**config.mk**
```make
export PLATFORM = sky130hd
export DESIGN_NAME = dco_tune_ctrl
export DESIGN_NICKNAME = d
export VERILOG_FILES = /design/src/rtl/dco_ctrl_pkg.sv /design/src/rtl/dco_meas_seq.sv /design/src/rtl/dco_tune_ctrl.sv
export SDC_FILE = /design/constraint.sdc
export NUM_CORES = 1
export LEC_CHECK = 0
export CAP_MARGIN = 20
export CELL_PAD_IN_SITES_DETAIL_PLACEMENT = 1
export CELL_PAD_IN_SITES_GLOBAL_PLACEMENT = 2
export CORE_ASPECT_RATIO = 0.7
export CORE_MARGIN = 2
export CORE_UTILIZATION = 25
export CTS_CLUSTER_DIAMETER = 40
export CTS_CLUSTER_SIZE = 30
export DETAILED_ROUTE_END_ITERATION = 10
export GPL_ROUTABILITY_DRIVEN = 0
export GPL_TIMING_DRIVEN = 1
export HOLD_SLACK_MARGIN = 0.06
export PLACE_DENSITY_LB_ADDON = 0.1
export SKIP_LAST_GASP = 1
export SYNTH_ARGS = -nofsm -noshare
export SYNTH_HDL_FRONTEND = slang
export SYNTH_HIERARCHICAL = 1
export SYNTH_SLANG_ARGS = --single-unit
```
**constraint.sdc**
```tcl
create_clock -name clk_ref -period 5.9 [get_ports clk_ref]
set_input_delay 1.77 -clock clk_ref [delete_from_list [all_inputs] [get_ports clk_ref]]
set_output_delay 1.77 -clock clk_ref [all_outputs]
set_load 0.05 [all_outputs]
```
**src/rtl/dco_ctrl_pkg.sv**
```systemverilog
// Shared types, limits and code helpers for the DCO tuning controller.
package dco_ctrl_pkg;

  typedef enum logic [2:0] {
    S_IDLE,
    S_COARSE,
    S_FINE,
    S_TRACK,
    S_ERROR
  } state_t;

  typedef enum logic [1:0] {
    P_IDLE,
    P_SETTLE,
    P_WAIT
  } phase_t;

  localparam logic [3:0] CTW_MAX  = 4'd15;
  localparam logic [3:0] FINE_MAX = 4'd8;

  function automatic logic [7:0] therm8(input logic [3:0] n);
    logic [7:0] t;
    t = '0;
    for (int i = 0; i < 8; i++) t[i] = (4'(i) < n);
    return t;
  endfunction

endpackage

```
**src/rtl/dco_meas_seq.sv**
```systemverilog
// Measurement sequencer: settle delay, meas_start pulse and
// meas_done timeout supervision.
module dco_meas_seq
  import dco_ctrl_pkg::*;
#(
  parameter int CNT_W       = 16,
  parameter int SETTLE_CYC  = 8,
  parameter int TIMEOUT_CYC = 1023
) (
  input  logic             clk_ref,
  input  logic             rst,
  input  logic             req,
  input  logic             abort,
  input  logic             meas_done,
  input  logic [CNT_W-1:0] meas_count,
  output logic             meas_start,
  output logic             done,
  output logic             timeout,
  output logic [CNT_W-1:0] count
);

  localparam int SW = $clog2(SETTLE_CYC + 1);
  localparam int TW = $clog2(TIMEOUT_CYC + 1);

  phase_t        phase, phase_n;
  logic [SW-1:0] settle, settle_n;
  logic [TW-1:0] tcnt, tcnt_n;
  logic          ms_n;

  // done beats timeout when both land on the same cycle
  assign done    = (phase == P_WAIT) && meas_done;
  assign timeout = (phase == P_WAIT) && !meas_done &&
                   (tcnt == TW'(TIMEOUT_CYC - 1));
  assign count   = meas_count;

  always_comb begin
    phase_n  = phase;
    settle_n = settle;
    tcnt_n   = tcnt;
    ms_n     = 1'b0;
    if (abort) begin
      phase_n = P_IDLE;
    end else if (req) begin
      phase_n  = P_SETTLE;
      settle_n = SW'(SETTLE_CYC - 1);
    end else begin
      case (phase)
        P_SETTLE: begin
          if (settle == '0) begin
            phase_n = P_WAIT;
            tcnt_n  = '0;
            ms_n    = 1'b1;
          end else begin
            settle_n = settle - SW'(1);
          end
        end
        P_WAIT: begin
          if (done || timeout) phase_n = P_IDLE;
          else tcnt_n = tcnt + TW'(1);
        end
        default: ;
      endcase
    end
  end

  always_ff @(posedge clk_ref) begin
    if (rst) begin
      phase      <= P_IDLE;
      settle     <= '0;
      tcnt       <= '0;
      meas_start <= 1'b0;
    end else begin
      phase      <= phase_n;
      settle     <= settle_n;
      tcnt       <= tcnt_n;
      meas_start <= ms_n;
    end
  end

endmodule

```
**src/rtl/dco_tune_ctrl.sv**
```systemverilog
// DCO calibration controller: coarse binary search, fine linear
// search, then bang-bang tracking around the latched target.
module dco_tune_ctrl
  import dco_ctrl_pkg::*;
#(
  parameter int CNT_W       = 16,
  parameter int TOL         = 2,
  parameter int LOCK_CNT    = 4,
  parameter int SETTLE_CYC  = 8,
  parameter int TIMEOUT_CYC = 1023
) (
  input  logic             clk_ref,
  input  logic             rst,
  input  logic             start,
  input  logic             stop,
  input  logic [CNT_W-1:0] target,
  output logic             meas_start,
  input  logic             meas_done,
  input  logic [CNT_W-1:0] meas_count,
  output logic [7:0]       CTW,
  output logic [7:0]       FTW,
  output logic             enable,
  output logic             busy,
  output logic             locked,
  output logic             cal_err
);

  localparam int LW = $clog2(LOCK_CNT + 1);
  localparam int HW = CNT_W + 1;

  state_t           state, state_n;
  logic [3:0]       ctw, ctw_n, n, n_n;
  logic [1:0]       bit_q, bit_n;
  logic [CNT_W-1:0] tgt, tgt_n, count, hi, lo;
  logic [HW-1:0]    hi_w;
  logic [LW-1:0]    inb, inb_n;
  logic [7:0]       ftw;
  logic             en_n, lock_n, err_n;
  logic             req, abort, done, timeout, fast, slow;

  assign hi_w = {1'b0, tgt} + HW'(TOL);
  assign hi   = hi_w[CNT_W] ? '1 : hi_w[CNT_W-1:0];
  assign lo   = (tgt < CNT_W'(TOL)) ? '0 : tgt - CNT_W'(TOL);
  assign fast = count > hi;
  assign slow = count < lo;
  assign CTW  = {4'b0000, ctw};
  assign FTW  = ftw;

  dco_meas_seq #(
    .CNT_W      (CNT_W),
    .SETTLE_CYC (SETTLE_CYC),
    .TIMEOUT_CYC(TIMEOUT_CYC)
  ) u_seq (
    .clk_ref   (clk_ref),
    .rst       (rst),
    .req       (req),
    .abort     (abort),
    .meas_done (meas_done),
    .meas_count(meas_count),
    .meas_start(meas_start),
    .done      (done),
    .timeout   (timeout),
    .count     (count)
  );

  always_comb begin
    state_n = state;
    ctw_n   = ctw;
    n_n     = n;
    bit_n   = bit_q;
    tgt_n   = tgt;
    inb_n   = inb;
    en_n    = enable;
    lock_n  = locked;
    err_n   = cal_err;
    req     = 1'b0;
    abort   = 1'b0;
    if (stop) begin
      state_n = S_IDLE;
      en_n    = 1'b0;
      lock_n  = 1'b0;
      abort   = 1'b1;
    end else begin
      case (state)
        S_IDLE, S_ERROR: begin
          if (start) begin
            tgt_n   = target;
            err_n   = 1'b0;
            lock_n  = 1'b0;
            inb_n   = '0;
            ctw_n   = 4'd8;
            n_n     = 4'd0;
            bit_n   = 2'd3;
            en_n    = 1'b1;
            req     = 1'b1;
            state_n = S_COARSE;
          end
        end
        S_COARSE: begin
          if (done) begin
            req = 1'b1;
            if (count < tgt) ctw_n[bit_q] = 1'b0;
            if (bit_q == 2'd0) begin
              state_n = S_FINE;
              n_n     = 4'd0;
            end else begin
              ctw_n[bit_q - 2'd1] = 1'b1;
              bit_n = bit_q - 2'd1;
            end
          end
        end
        S_FINE: begin
          if (done) begin
            req = 1'b1;
            if (fast && n < FINE_MAX) n_n = n + 4'd1;
            else state_n = S_TRACK;
          end
        end
        S_TRACK: begin
          if (done) begin
            req = 1'b1;
            if (fast || slow) begin
              inb_n  = '0;
              lock_n = 1'b0;
              // at either end of the range the codes cannot move
              if ((fast && ctw == CTW_MAX && n == FINE_MAX) ||
                  (slow && ctw == 4'd0 && n == 4'd0)) begin
                err_n = 1'b1;
              end else if (fast) begin
                if (n == FINE_MAX) begin
                  ctw_n = ctw + 4'd1;
                  n_n   = 4'd0;
                end else begin
                  n_n = n + 4'd1;
                end
              end else begin
                if (n == 4'd0) begin
                  ctw_n = ctw - 4'd1;
                  n_n   = FINE_MAX;
                end else begin
                  n_n = n - 4'd1;
                end
              end
            end else begin
              if (inb != LW'(LOCK_CNT)) inb_n = inb + LW'(1);
              if (inb_n == LW'(LOCK_CNT)) lock_n = 1'b1;
            end
          end
        end
        default: ;
      endcase
      if (timeout) begin
        state_n = S_ERROR;
        err_n   = 1'b1;
        en_n    = 1'b0;
        lock_n  = 1'b0;
      end
    end
  end

  always_ff @(posedge clk_ref) begin
    if (rst) begin
      state   <= S_IDLE;
      ctw     <= '0;
      n       <= '0;
      bit_q   <= '0;
      tgt     <= '0;
      inb     <= '0;
      ftw     <= '0;
      enable  <= 1'b0;
      busy    <= 1'b0;
      locked  <= 1'b0;
      cal_err <= 1'b0;
    end else begin
      state   <= state_n;
      ctw     <= ctw_n;
      n       <= n_n;
      bit_q   <= bit_n;
      tgt     <= tgt_n;
      inb     <= inb_n;
      ftw     <= therm8(n_n);
      enable  <= en_n;
      busy    <= (state_n == S_COARSE) || (state_n == S_FINE) ||
                 (state_n == S_TRACK);
      locked  <= lock_n;
      cal_err <= err_n;
    end
  end

endmodule

```
==> run summary, run 1 <==
=========================================================================================
Clock latency on the worst-skew pair .......................................      0.34 ns
Total of flip-flops plus latches after synthesis ...........................           60
Endpoint kind of the worst setup timing path ...............................     register
Setup repair after global routing missed its margin ........................        false
DPL Wire Length ............................................................      14.5 mm
Top FF cell, synth ......................................................... sky130_fd_sc_hd__dfxtp_1
Area Overhead vs Synth .....................................................        17.7%
Status ..................................................................... complete, no violations
Crit Path Category ......................................................... register to register
Most area-consuming cells after synthesis .................................. sky130_fd_sc_hd__dfxtp_1 (23%), sky130_fd_sc_hd__ha_1 (15%), sky130_fd_sc_hd__a21oi_1 (5.4%)
Max transition margin ......................................................        0.463
Worst-margin pin slew ......................................................     0.805 ns
Fill count .................................................................        2,468
Dominant cell type by area after synthesis ................................. sky130_fd_sc_hd__dfxtp_1
Vias in the first global route .............................................        5,151
Number of placed cells counting well taps ..................................          982
Worst slack after detailed placement .......................................     0.518 ns
Final worst-path cycle share ...............................................        0.867
Gr usage total .............................................................        0.169
Total of hold buffers inserted after clock tree synthesis ..................            0
DRT iter0 DRCs .............................................................          269
Worst-path maximum fanout ..................................................           12
Final core occ .............................................................        0.301
FP Rows ....................................................................           44
Post-route clock skew ......................................................    0.0139 ns
Number of distinct library cells after synthesis ...........................           76
DRT Wirelength .............................................................      18.2 mm
Mapped cell area ...........................................................     5340 µm²
Number of nets in the layout ...............................................          819
Fmax achieved ..............................................................      196 MHz
Yosys warnings .............................................................            6
Final Hold Fails ...........................................................            0
Vias .......................................................................        5,042
Min Clock Period, post-route ...............................................      5.11 ns
Proportion of register bits with asynchronous set or reset after synthesis .            0
Max VDD drop ...............................................................     0.137 mV
Number of I/O port buffers .................................................           53
Mux cell area share after synthesis ........................................       0.0188
Count of boundary I/O pins .................................................           58
Synthesized-area fraction occupied by and/or/nand/nor cells ................        0.251
Number of gates resized after CTS ..........................................            0
Max-cap violation count ....................................................            0
Clock Root Buffer .......................................................... sky130_fd_sc_hd__clkbuf_16
Data arrival time at the worst-slack endpoint ..............................      5.37 ns
Post-detailed-route DRC marker count .......................................            0
Antenna cell count .........................................................            0
Largest family of logic cells by synthesized area .......................... simple AND/OR/NAND/NOR gates
Synth top cells by count ................................................... sky130_fd_sc_hd__nand2_1 (75), sky130_fd_sc_hd__ha_1 (64), sky130_fd_sc_hd__dfxtp_1 (60)
Wire length of the first global-routing pass ...............................      29.6 mm
Iteration count of the initial detailed-routing pass .......................            4
Syn Inst Count .............................................................          695
Total negative setup slack .................................................         0 ns
Pin count of the biggest net entering global routing .......................           47
Leakage power ..............................................................   0.00236 µW
Adder-cell share of the synthesized area ...................................        0.154
Antenna violations before repair ...........................................            1
Worst hold slack ...........................................................     0.490 ns
Clock sinks ................................................................           60
Number of clock buffers inserted by TritonCTS ..............................            9
Worst min-delay path class ................................................. register to register
Share of layout cells above drive strength 1 ...............................       0.0693
Non-Filler Instances .......................................................          998
Compound-cell area share of the yosys netlist ..............................        0.226
Post-synth top area share ..................................................        0.225
Number of buffers on the longest clock path ................................            2
Launching element type of the critical path ................................     register
Residual antenna-violating net count after detailed routing ................            0
Max-slew violation total from the final report .............................            0
DR WL/cell .................................................................      18.2 µm
Initial cell density of the core ...........................................        0.256
Post-CTS setup buffer count ................................................            0
Most common cell in the netlist ............................................ sky130_fd_sc_hd__nand2_1
Sequential element share of the synthesized area ...........................        0.225
Die X ......................................................................       179 µm
Number of enable-type register cells in the synthesized netlist ............            0
Grt ovf ....................................................................            0
Power per Cell Area ........................................................   206 nW/µm²
Chip height ................................................................       126 µm
Clock H-tree levels ........................................................            3
CTS tree ...................................................................          yes
Detailed-route vias per instance ...........................................         5.05
Final setup slack of the worst path ........................................     0.785 ns
Reg clk slew, reported paths ...............................................      0.07 ns
Xor/xnor cell area share of the yosys netlist ..............................       0.0345
Final Setup Violations .....................................................            0
Placeable Area .............................................................   20,900 µm²
Required time of the critical path .........................................      6.15 ns
Synthesized area per cell ..................................................     7.68 µm²
Die outline area ...........................................................   22,600 µm²
=========================================================================================
metal layers:
layer | wire [µm] | GRT usage | vias to the layer above
met5 | 0 | 0 | -
met4 | 131 | 0.0301 | 0
met3 | 536 | 0.0269 | 11
met2 | 6710 | 0.227 | 75
met1 | 10800 | 0.276 | 2418
li1 | - | - | 2538
where the power goes:
group | leakage (µW) | switching, µW | internal (µW)
Combinational | 0.00173 | 195 | 131
Sequential | 0.000487 | 15.7 | 415
Clock | 0.000142 | 211 | 327
stage by stage:
stage	instance area, µm²	total power [µW]
after CTS	6280	1310
after floorplan	5350	663
after detailed placement	5990	767
after global placement	5990	759
final	6280	1290
after global routing	6280	1380
worst max-delay path: stages (launching register included):
cell and delay (ns):
sky130_fd_sc_hd__dfxtp_1 0.55, sky130_fd_sc_hd__inv_1 0.15, sky130_fd_sc_hd__nor3_1 0.38, sky130_fd_sc_hd__nand3_1 0.12, sky130_fd_sc_hd__nor3_1 0.17, sky130_fd_sc_hd__buf_4 0.18
sky130_fd_sc_hd__nand3_1 0.09, sky130_fd_sc_hd__nor2_1 0.13, sky130_fd_sc_hd__buf_4 0.22, sky130_fd_sc_hd__nor2_1 0.07, sky130_fd_sc_hd__ha_1 0.28, sky130_fd_sc_hd__and3_1 0.18
sky130_fd_sc_hd__o21ai_0 0.41, sky130_fd_sc_hd__a21oi_1 0.14, sky130_fd_sc_hd__o31ai_1 0.34, sky130_fd_sc_hd__buf_4 0.26, sky130_fd_sc_hd__ha_1 0.25, sky130_fd_sc_hd__a21o_1 0.18
sky130_fd_sc_hd__a21oi_1 0.18, sky130_fd_sc_hd__xnor2_1 0.18, sky130_fd_sc_hd__nand2_1 0.08, sky130_fd_sc_hd__or3_1 0.33, sky130_fd_sc_hd__a31oi_1 0.16
path summary, 6_finish.rpt:
check        startpoint     end  slack (ns)  cells past startpoint
max              tgt[3]  ctw[3]        0.79                     22
min              tgt[0]  tgt[0]        0.49                      2
max reg2reg      tgt[3]  ctw[3]        0.79                     22
min reg2reg      tgt[0]  tgt[0]        0.49                      2
placed cells by master, fill, tap and decap left out, types with 3 or more instances in the layout:
cell,instances
sky130_fd_sc_hd__dfxtp_1,60
sky130_fd_sc_hd__o31ai_1,5
sky130_fd_sc_hd__mux2i_1,10
sky130_fd_sc_hd__nand3b_1,4
sky130_fd_sc_hd__buf_4,11
sky130_fd_sc_hd__inv_1,43
sky130_fd_sc_hd__nor4_1,9
sky130_fd_sc_hd__nand2b_1,11
sky130_fd_sc_hd__or3_1,5
sky130_fd_sc_hd__clkdlybuf4s50_1,52
sky130_fd_sc_hd__a22oi_1,4
sky130_fd_sc_hd__nand4_1,17
sky130_fd_sc_hd__o21a_1,3
sky130_fd_sc_hd__xnor2_1,18
sky130_fd_sc_hd__a21o_1,6
sky130_fd_sc_hd__or2_2,8
sky130_fd_sc_hd__a21oi_1,58
sky130_fd_sc_hd__or4_1,5
sky130_fd_sc_hd__xor2_1,3
sky130_fd_sc_hd__nand2_1,75
sky130_fd_sc_hd__a211oi_1,8
sky130_fd_sc_hd__and3_1,7
sky130_fd_sc_hd__and2_1,3
sky130_fd_sc_hd__ha_1,64
sky130_fd_sc_hd__o21ai_0,27
sky130_fd_sc_hd__nor2_1,52
sky130_fd_sc_hd__nor3b_1,4
sky130_fd_sc_hd__nor3_1,22
sky130_fd_sc_hd__a311oi_1,6
sky130_fd_sc_hd__clkbuf_16,9
sky130_fd_sc_hd__a2111oi_0,3
sky130_fd_sc_hd__nand3_1,23
sky130_fd_sc_hd__conb_1,4
sky130_fd_sc_hd__a31oi_1,17
sky130_fd_sc_hd__nor2b_1,6
registers in the layout, summed over array words and instances (netlist names):
signal,flops
enable,1
u_seq/tcnt,10
tgt,16
inb,3
locked,1
state,3
u_seq/phase,2
ctw,4
u_seq/settle,4
busy,1
cal_err,1
u_seq/meas_start,1
FTW,7
bit_q,2
n,4
cell type report:
cell class / count / area, µm² / area share
timing repair buffer: 64 / 608 / 0.0968
sequential: 60 / 1200 / 0.191
inverter: 44 / 165 / 0.0263
clock inverter: 6 / 65.1 / 0.0104
multi-input combinational: 538 / 3670 / 0.584
tap: 276 / 345 / 0.0550
clock buffer: 10 / 229 / 0.0365
kinds of logic (layout without fill, tap and decap cells):
logic type,after synthesis,after routing
mux,10,10
fa+ha+maj,65,65
xor+xnor,21,21
simple gates,263,263
other cells,1,4
buf+inv,100,124
flops,60,60
compound gates,175,175
(Power assumes the default switching activity.)
==> run 2, diff against run 1 <==
--- a/config.mk
+++ b/config.mk
@@ -11,6 +11,7 @@
 export CORE_ASPECT_RATIO = 0.7
 export CORE_MARGIN = 2
 export CORE_UTILIZATION = 25
+export CTS_BUF_LIST = sky130_fd_sc_hd__clkbuf_4
 export CTS_CLUSTER_DIAMETER = 40
 export CTS_CLUSTER_SIZE = 30
 export DETAILED_ROUTE_END_ITERATION = 10
==> run 2 against run 1 <==
Net effect: sequential cell count stayed put; count of clock-buffer cells in the layout is the same; critical path depth did not move; clock power fell by 40%; utilization is 0.74 points lower; first-iteration DRC count is 1.9% higher; combinational power barely moved; register-to-register slack hardly changed; clock skew is 0.023 ns higher; fmax decreased by 0.15%; largest power group is now sequential cells.
==> run summary, run 2 (synthesized netlist as in run 1, its figures left out) <==
=====================================================================================
Fmax achieved ..........................................................      195 MHz   was 196 MHz
Final worst-path cycle share ...........................................        0.868   was 0.867
FP Rows ................................................................           44   unchanged
Max-slew violation total from the final report .........................            0   unchanged
Worst-path maximum fanout ..............................................           12   unchanged
Flip-flop count of the largest register after layout ...................           16   unchanged
Residual antenna-violating net count after detailed routing ............            0   unchanged
Die outline area .......................................................   22,600 µm²   unchanged
Placeable Area .........................................................   20,900 µm²   unchanged
DRT Wirelength .........................................................      18.2 mm   about the same
Most Used Layer, Global Route ..........................................         met1   unchanged
Worst-margin pin slew ..................................................     0.795 ns   was 0.805 ns
Final setup slack of the worst path ....................................     0.777 ns   was 0.785 ns
Number of clock buffers inserted by TritonCTS ..........................            9   unchanged
Required time of the critical path .....................................      6.26 ns   was 6.15 ns
Routing usage on met3 ..................................................       0.0275   was 0.0269
Power per Cell Area ....................................................   176 nW/µm²   was 206 nW/µm²
Chip height ............................................................       126 µm   unchanged
Number of placed cells counting well taps ..............................          982   unchanged
Total negative setup slack .............................................         0 ns   unchanged
Iteration count of the initial detailed-routing pass ...................            4   unchanged
Gr usage total .........................................................        0.169   about the same
Critical path's top delay family ....................................... simple AND/OR/NAND/NOR gates   unchanged
Min Clock Period, post-route ...........................................      5.12 ns   was 5.11 ns
Reg clk slew, reported paths ...........................................      0.14 ns   was 0.07 ns
Worst slack after detailed placement ...................................     0.518 ns   unchanged
Clock sinks ............................................................           60   unchanged
Setup repair after global routing missed its margin ....................        false   unchanged
DR WL/cell .............................................................      18.2 µm   about the same
CTS tree ...............................................................          yes   unchanged
Total of hold buffers inserted after clock tree synthesis ..............            0   unchanged
Count of boundary I/O pins .............................................           58   unchanged
Crit path max-delay cell type .......................................... sky130_fd_sc_hd__dfxtp_1   unchanged
Number of buffers on the longest clock path ............................            2   unchanged
Post-detailed-route DRC marker count ...................................            0   unchanged
DRT iter0 DRCs .........................................................          274   was 269
Cell-by-cell listing of the critical path .............................. inv_1 -> nor3_1 -> nand3_1 -> nor3_1 -> buf_4 -> nand3_1 -> nor2_1 -> buf_4 -> nor2_1 -> ha_1 -> and3_1 -> o21ai_0 -> a21oi_1 -> o31ai_1 -> buf_4 -> ha_1 -> a21o_1 -> a21oi_1 -> xnor2_1 -> nand2_1 -> or3_1 -> a31oi_1   unchanged
Launching point of the worst reg2reg path ..............................       tgt[3]   unchanged
Share of layout cells above drive strength 1 ...........................       0.0706   was 0.0693
Worst reg2reg endpoint .................................................       ctw[3]   unchanged
Antenna cell count .....................................................            0   unchanged
Largest stage delay, worst path ........................................      0.57 ns   was 0.55 ns
Grt ovf ................................................................            0   unchanged
Most frequent standard cell in the layout excluding fill and tap cells . sky130_fd_sc_hd__nand2_1   unchanged
Status ................................................................. complete, no violations   unchanged
Die X ..................................................................       179 µm   unchanged
Max transition margin ..................................................        0.470   was 0.463
Worst min-delay path class ............................................. register to register   unchanged
Clock latency on the worst-skew pair ...................................      0.45 ns   was 0.34 ns
Antenna violations before repair .......................................            1   unchanged
Max-cap violation count ................................................            0   unchanged
Post-route clock skew ..................................................    0.0369 ns   was 0.0139 ns
Endpoint kind of the worst setup timing path ...........................     register   unchanged
Cell repeated most along the worst path ................................ sky130_fd_sc_hd__buf_4   unchanged
Launching element type of the critical path ............................     register   unchanged
Register-to-register setup slack .......................................      0.78 ns   was 0.79 ns
Number of gates resized after CTS ......................................            0   unchanged
Crit Path Category ..................................................... register to register   unchanged
Max VDD drop ...........................................................    0.0711 mV   was 0.137 mV
Vias ...................................................................        5,081   was 5,042
Met2 usage in global routing ...........................................        0.227   unchanged
Hold path cells ........................................................            2   unchanged
Number of nets in the layout ...........................................          819   unchanged
Initial cell density of the core .......................................        0.256   unchanged
Pin count of the biggest net entering global routing ...................           47   unchanged
DPL Wire Length ........................................................      14.5 mm   unchanged
Top reg by flops .......................................................          tgt   unchanged
Clock Root Buffer ...................................................... sky130_fd_sc_hd__clkbuf_4   was sky130_fd_sc_hd__clkbuf_16
Area Overhead vs Synth .................................................        14.8%   was 17.7%
Final Hold Fails .......................................................            0   unchanged
Hold endpoint ..........................................................       tgt[0]   unchanged
Worst-case reg-to-reg path depth .......................................           22   unchanged
Non-Filler Instances ...................................................          998   unchanged
Fill count .............................................................        2,485   was 2,468
Leakage power ..........................................................   0.00229 µW   was 0.00236 µW
Worst Path Buf+Inv .....................................................            4   unchanged
Wire length of the first global-routing pass ...........................      29.7 mm   was 29.6 mm
Number of I/O port buffers .............................................           53   unchanged
Leading cell types in the layout, fill and taps excluded ............... sky130_fd_sc_hd__nand2_1 (75), sky130_fd_sc_hd__ha_1 (64), sky130_fd_sc_hd__dfxtp_1 (60)   unchanged
Vias in the first global route .........................................        5,181   was 5,151
Met1 track utilization from global routing .............................        0.276   unchanged
Post-CTS setup buffer count ............................................            0   unchanged
Final Setup Violations .................................................            0   unchanged
Detailed-route vias per instance .......................................         5.09   was 5.05
Critical hold path startpoint ..........................................       tgt[0]   unchanged
Data arrival time at the worst-slack endpoint ..........................      5.48 ns   was 5.37 ns
Clock H-tree levels ....................................................            3   unchanged
=====================================================================================
run 2: cell counts in the layout (fill, tap and decap cells not counted):
No cell type changed its count.
run 2: area by class of cell:
class / instances / area [µm²] / share of cell area
Sequential cell: 60 / 1200 / 0.196
Timing Repair Buffer: 64 / 608 / 0.0992
Tap cell: 276 / 345 / 0.0564
Inverter: 44 / 165 / 0.0270
Multi-Input combinational cell: 538 / 3670 / 0.599
Clock inverter: 6 / 65.1 / 0.0106
Clock buffer: 10 / 75.1 / 0.0123
run 2: stage by stage:
step / hold WS (ns) / instance area, µm² / util / power [µW]
final: 0.500 / 6130 / 0.294 / 1080
after detailed placement: 0.483 / 5990 / 0.287 / 767
after CTS: 0.504 / 6130 / 0.294 / 1100
after floorplan: 0.445 / 5350 / - / 663
after global placement: 0.470 / 5990 / 0.287 / 759
after global routing: 0.531 / 6130 / 0.294 / 1160
run 2: worst max-delay path by stage:
stage / from / slack [ns] / depth (start not counted) / to
global route: tgt[3] / 0.19 / 20 / FTW[5]
finish: tgt[3] / 0.78 / 22 / ctw[3]
detailed placement: meas_count[12] / 0.52 / 13 / FTW[0]
CTS: tgt[3] / 0.73 / 22 / ctw[3]
floorplan: tgt[3] / 1.36 / 21 / ctw[3]
global placement: meas_count[12] / 0.64 / 12 / FTW[6]
run 2: per-layer routing:
layer	part of all wire	routed length [µm]
met5	0	0
met4	0.0090	163
met3	0.035	644
met2	0.37	6770
met1	0.58	10600
run 2: power breakdown:
part           switching [µW]  internal, µW
clock                     188           134
sequential               15.7           415
combinational             196           131
total                     400           680
run 2: worst reg2reg max path: cells and delay by family (launching register included):
kind	cells	cell delay [ns]
simple gates	9	1.56
compound gates	6	1.41
buf+inv	4	0.81
flops	1	0.57
fa+ha+maj	2	0.53
xor+xnor	1	0.18
==> run 3, diff against run 2 <==
--- a/config.mk
+++ b/config.mk
@@ -10,7 +10,7 @@
 export CELL_PAD_IN_SITES_GLOBAL_PLACEMENT = 2
 export CORE_ASPECT_RATIO = 0.7
 export CORE_MARGIN = 2
-export CORE_UTILIZATION = 25
+export CORE_UTILIZATION = 35
 export CTS_BUF_LIST = sky130_fd_sc_hd__clkbuf_4
 export CTS_CLUSTER_DIAMETER = 40
 export CTS_CLUSTER_SIZE = 30
==> run 3 against run 2 <==
Net effect: die area is 28% lower; first-iteration DRC count is 7.7% higher; sequential cell count stayed put; fmax is 0.43% lower; clock power is 11% lower; combinational power is 2% lower; critical path type unchanged; clock skew is 0.023 ns lower; utilization is 11 points higher.
==> run summary, run 3 (synthesized netlist as in run 1, its figures left out) <==
=====================================================================================
Post-route clock skew ..................................................    0.0137 ns   was 0.0369 ns
Footprint of the multi-input gates .....................................     3670 µm²   unchanged
Share of layout cells above drive strength 1 ...........................       0.0653   was 0.0706
Post-CTS setup buffer count ............................................            0   unchanged
Final worst-path cycle share ...........................................        0.872   was 0.868
DPL Wire Length ........................................................      13.4 mm   was 14.5 mm
Vias in the first global route .........................................        5,182   was 5,181
Sw Ratio ...............................................................        0.348   was 0.370
Number of buffers on the longest clock path ............................            2   unchanged
DRT Wirelength .........................................................      16.6 mm   was 18.2 mm
Pin count of the biggest net entering global routing ...................           50   was 47
Max-cap violation count ................................................            0   unchanged
Cell repeated most along the worst path ................................ sky130_fd_sc_hd__buf_4   unchanged
Area Overhead vs Synth .................................................        12.4%   was 14.8%
Worst reg2reg endpoint .................................................       ctw[3]   unchanged
Max-slew violation total from the final report .........................            0   unchanged
Hold path cells ........................................................            2   unchanged
Leading cell types in the layout, fill and taps excluded ............... sky130_fd_sc_hd__nand2_1 (75), sky130_fd_sc_hd__ha_1 (64), sky130_fd_sc_hd__dfxtp_1 (60)   unchanged
Number of gates resized after CTS ......................................            0   unchanged
DRT iter0 DRCs .........................................................          295   was 274
First element of the critical path .....................................       tgt[3]   unchanged
Detailed-route vias per instance .......................................         5.58   was 5.09
Critical hold path startpoint ..........................................       tgt[0]   unchanged
CTS tree ...............................................................          yes   unchanged
Internal portion of total power ........................................       675 µW   was 680 µW
Final Power ............................................................      1040 µW   was 1080 µW
Fill count .............................................................        1,834   was 2,485
Worst min-delay path class ............................................. register to register   unchanged
Status ................................................................. complete, no violations   unchanged
Setup repair after global routing missed its margin ....................        false   unchanged
Clock sinks ............................................................           60   unchanged
Crit path max-delay cell type .......................................... sky130_fd_sc_hd__dfxtp_1   unchanged
Grt ovf ................................................................            0   unchanged
Part of the power in the clock network .................................        0.277   was 0.298
Fmax achieved ..........................................................      194 MHz   was 195 MHz
Count of boundary I/O pins .............................................           58   unchanged
FP Rows ................................................................           37   was 44
Power per Cell Area ....................................................   173 nW/µm²   was 176 nW/µm²
Launching point of the worst reg2reg path ..............................       tgt[3]   unchanged
Max transition margin ..................................................        0.437   was 0.470
Chip height ............................................................       107 µm   was 126 µm
Antenna cell count .....................................................            0   unchanged
Worst Path Buf+Inv .....................................................            4   unchanged
Critical path's top delay family ....................................... simple AND/OR/NAND/NOR gates   unchanged
Clock H-tree levels ....................................................            3   unchanged
Die X ..................................................................       152 µm   was 179 µm
Wire length of the first global-routing pass ...........................      27.8 mm   was 29.7 mm
Launching element type of the critical path ............................     register   unchanged
Number of clock buffers inserted by TritonCTS ..........................            9   unchanged
Reg clk slew, reported paths ...........................................      0.10 ns   was 0.14 ns
Number of nets in the layout ...........................................          817   was 819
Initial cell density of the core .......................................        0.360   was 0.256
Worst-margin pin slew ..................................................     0.823 ns   was 0.795 ns
Data arrival time at the worst-slack endpoint ..........................      5.48 ns   about the same
Total of hold buffers inserted after clock tree synthesis ..............            0   unchanged
Crit Path Category ..................................................... register to register   unchanged
Flip-flop count of the largest register after layout ...................           16   unchanged
Residual antenna-violating net count after detailed routing ............            0   unchanged
Cell-by-cell listing of the critical path .............................. inv_1 -> nor3_1 -> nand3_1 -> nor3_1 -> buf_4 -> nand3_1 -> nor2_1 -> buf_4 -> nor2_1 -> ha_1 -> and3_1 -> o21ai_0 -> a21oi_1 -> o31ai_1 -> buf_4 -> ha_1 -> a21o_1 -> a21oi_1 -> xnor2_1 -> nand2_1 -> or3_1 -> a31oi_1   unchanged
Clock Root Buffer ...................................................... sky130_fd_sc_hd__clkbuf_4   unchanged
Worst-case reg-to-reg path depth .......................................           22   unchanged
Required time of the critical path .....................................      6.24 ns   was 6.26 ns
Net switching component of the power ...................................       360 µW   was 400 µW
Final Setup Violations .................................................            0   unchanged
Die outline area .......................................................   16,300 µm²   was 22,600 µm²
Gr usage total .........................................................        0.216   was 0.169
Iteration count of the initial detailed-routing pass ...................            5   was 4
Min Clock Period, post-route ...........................................      5.14 ns   was 5.12 ns
Total negative setup slack .............................................         0 ns   unchanged
Placeable Area .........................................................   14,800 µm²   was 20,900 µm²
Vias ...................................................................        5,103   was 5,081
Top reg by flops .......................................................          tgt   unchanged
Reg area ...............................................................     1200 µm²   unchanged
Sequential fraction of design power ....................................        0.415   was 0.399
Portion of total power attributed to combinational logic ...............        0.308   was 0.303
Clock latency on the worst-skew pair ...................................      0.41 ns   was 0.45 ns
Number of I/O port buffers .............................................           53   unchanged
Largest stage delay, worst path ........................................      0.56 ns   was 0.57 ns
Endpoint kind of the worst setup timing path ...........................     register   unchanged
Max VDD drop ...........................................................    0.0732 mV   was 0.0711 mV
Setup crit end .........................................................       ctw[3]   unchanged
Leakage power ..........................................................   0.00227 µW   was 0.00229 µW
Worst-path maximum fanout ..............................................           12   unchanged
Register-to-register setup slack .......................................      0.76 ns   was 0.78 ns
Post-detailed-route DRC marker count ...................................            0   unchanged
DR WL/cell .............................................................      18.1 µm   was 18.2 µm
Logic depth of the worst path, buffers included ........................           22   unchanged
Most frequent standard cell in the layout excluding fill and tap cells . sky130_fd_sc_hd__nand2_1   unchanged
Antenna violations before repair .......................................            0   was 1
Final Hold Fails .......................................................            0   unchanged
=====================================================================================
==> run 3: changes by cell type in the layout (fill, tap and decap cells not counted) <==
cell	before	now
sky130_fd_sc_hd__buf_4	11	9
sky130_fd_sc_hd__clkinv_1	1	3
sky130_fd_sc_hd__clkinv_4	2	0
==> run 3: worst min path at each step <==
stage | slack [ns] | to
4_1_cts | 0.49 | tgt[0]
5_1_grt | 0.54 | enable
3_3_place_gp | 0.47 | u_seq/tcnt[8]
2_1_floorplan | 0.45 | tgt[0]
3_5_place_dp | 0.48 | tgt[0]
6_report | 0.49 | tgt[0]
==> run 3: cell type report <==
| cell class | count | area share |
|---|---|---|
| inverters | 44 | 0.0275 |
| repair buffers | 62 | 0.0988 |
| clock inverters | 6 | 0.00917 |
| flip-flops and latches | 60 | 0.200 |
| clock buffers | 10 | 0.0125 |
| multi-input cells | 538 | 0.611 |
| well taps | 195 | 0.0407 |
==> run 3: power by group through the flow <==
stage,Combinational (µW),Sequential (µW),Clock (µW)
after CTS,322,430,300
after detailed placement,320,439,0
after global placement,312,438,0
after global routing,360,432,321
final,319,430,287
after floorplan,228,435,0
==> run 3: through the flow <==
step	setup WS (ns)	hold slack [ns]	utilization	cells	instance area (µm²)
2_1_floorplan	1.36	0.445	-	698	5350
3_3_place_gp	0.724	0.468	0.396	899	5870
3_5_place_dp	0.673	0.478	0.396	899	5870
4_1_cts	0.816	0.493	0.405	915	6000
5_1_grt	0.214	0.544	0.405	915	6000
6_report	0.755	0.491	0.405	915	6000
==> run 3: layer usage <==
layer	vias up	wire, µm	track usage
met5	-	0	0
met4	0	89	0.0337
met3	9	679	0.0381
li1	2538	-	-
met1	2462	9330	0.348
met2	94	6480	0.297
==> run 3: worst register-to-register path: stages (launching register included) <==
cell and delay (ns):
sky130_fd_sc_hd__dfxtp_1 0.56, sky130_fd_sc_hd__inv_1 0.14, sky130_fd_sc_hd__nor3_1 0.38, sky130_fd_sc_hd__nand3_1 0.13
sky130_fd_sc_hd__nor3_1 0.19, sky130_fd_sc_hd__buf_4 0.19, sky130_fd_sc_hd__nand3_1 0.22, sky130_fd_sc_hd__nor2_1 0.18
sky130_fd_sc_hd__buf_4 0.21, sky130_fd_sc_hd__nor2_1 0.07, sky130_fd_sc_hd__ha_1 0.28, sky130_fd_sc_hd__and3_1 0.18
sky130_fd_sc_hd__o21ai_0 0.32, sky130_fd_sc_hd__a21oi_1 0.13, sky130_fd_sc_hd__o31ai_1 0.33, sky130_fd_sc_hd__buf_4 0.26
sky130_fd_sc_hd__ha_1 0.26, sky130_fd_sc_hd__a21o_1 0.18, sky130_fd_sc_hd__a21oi_1 0.17, sky130_fd_sc_hd__xnor2_1 0.16
sky130_fd_sc_hd__nand2_1 0.07, sky130_fd_sc_hd__or3_1 0.32, sky130_fd_sc_hd__a31oi_1 0.17
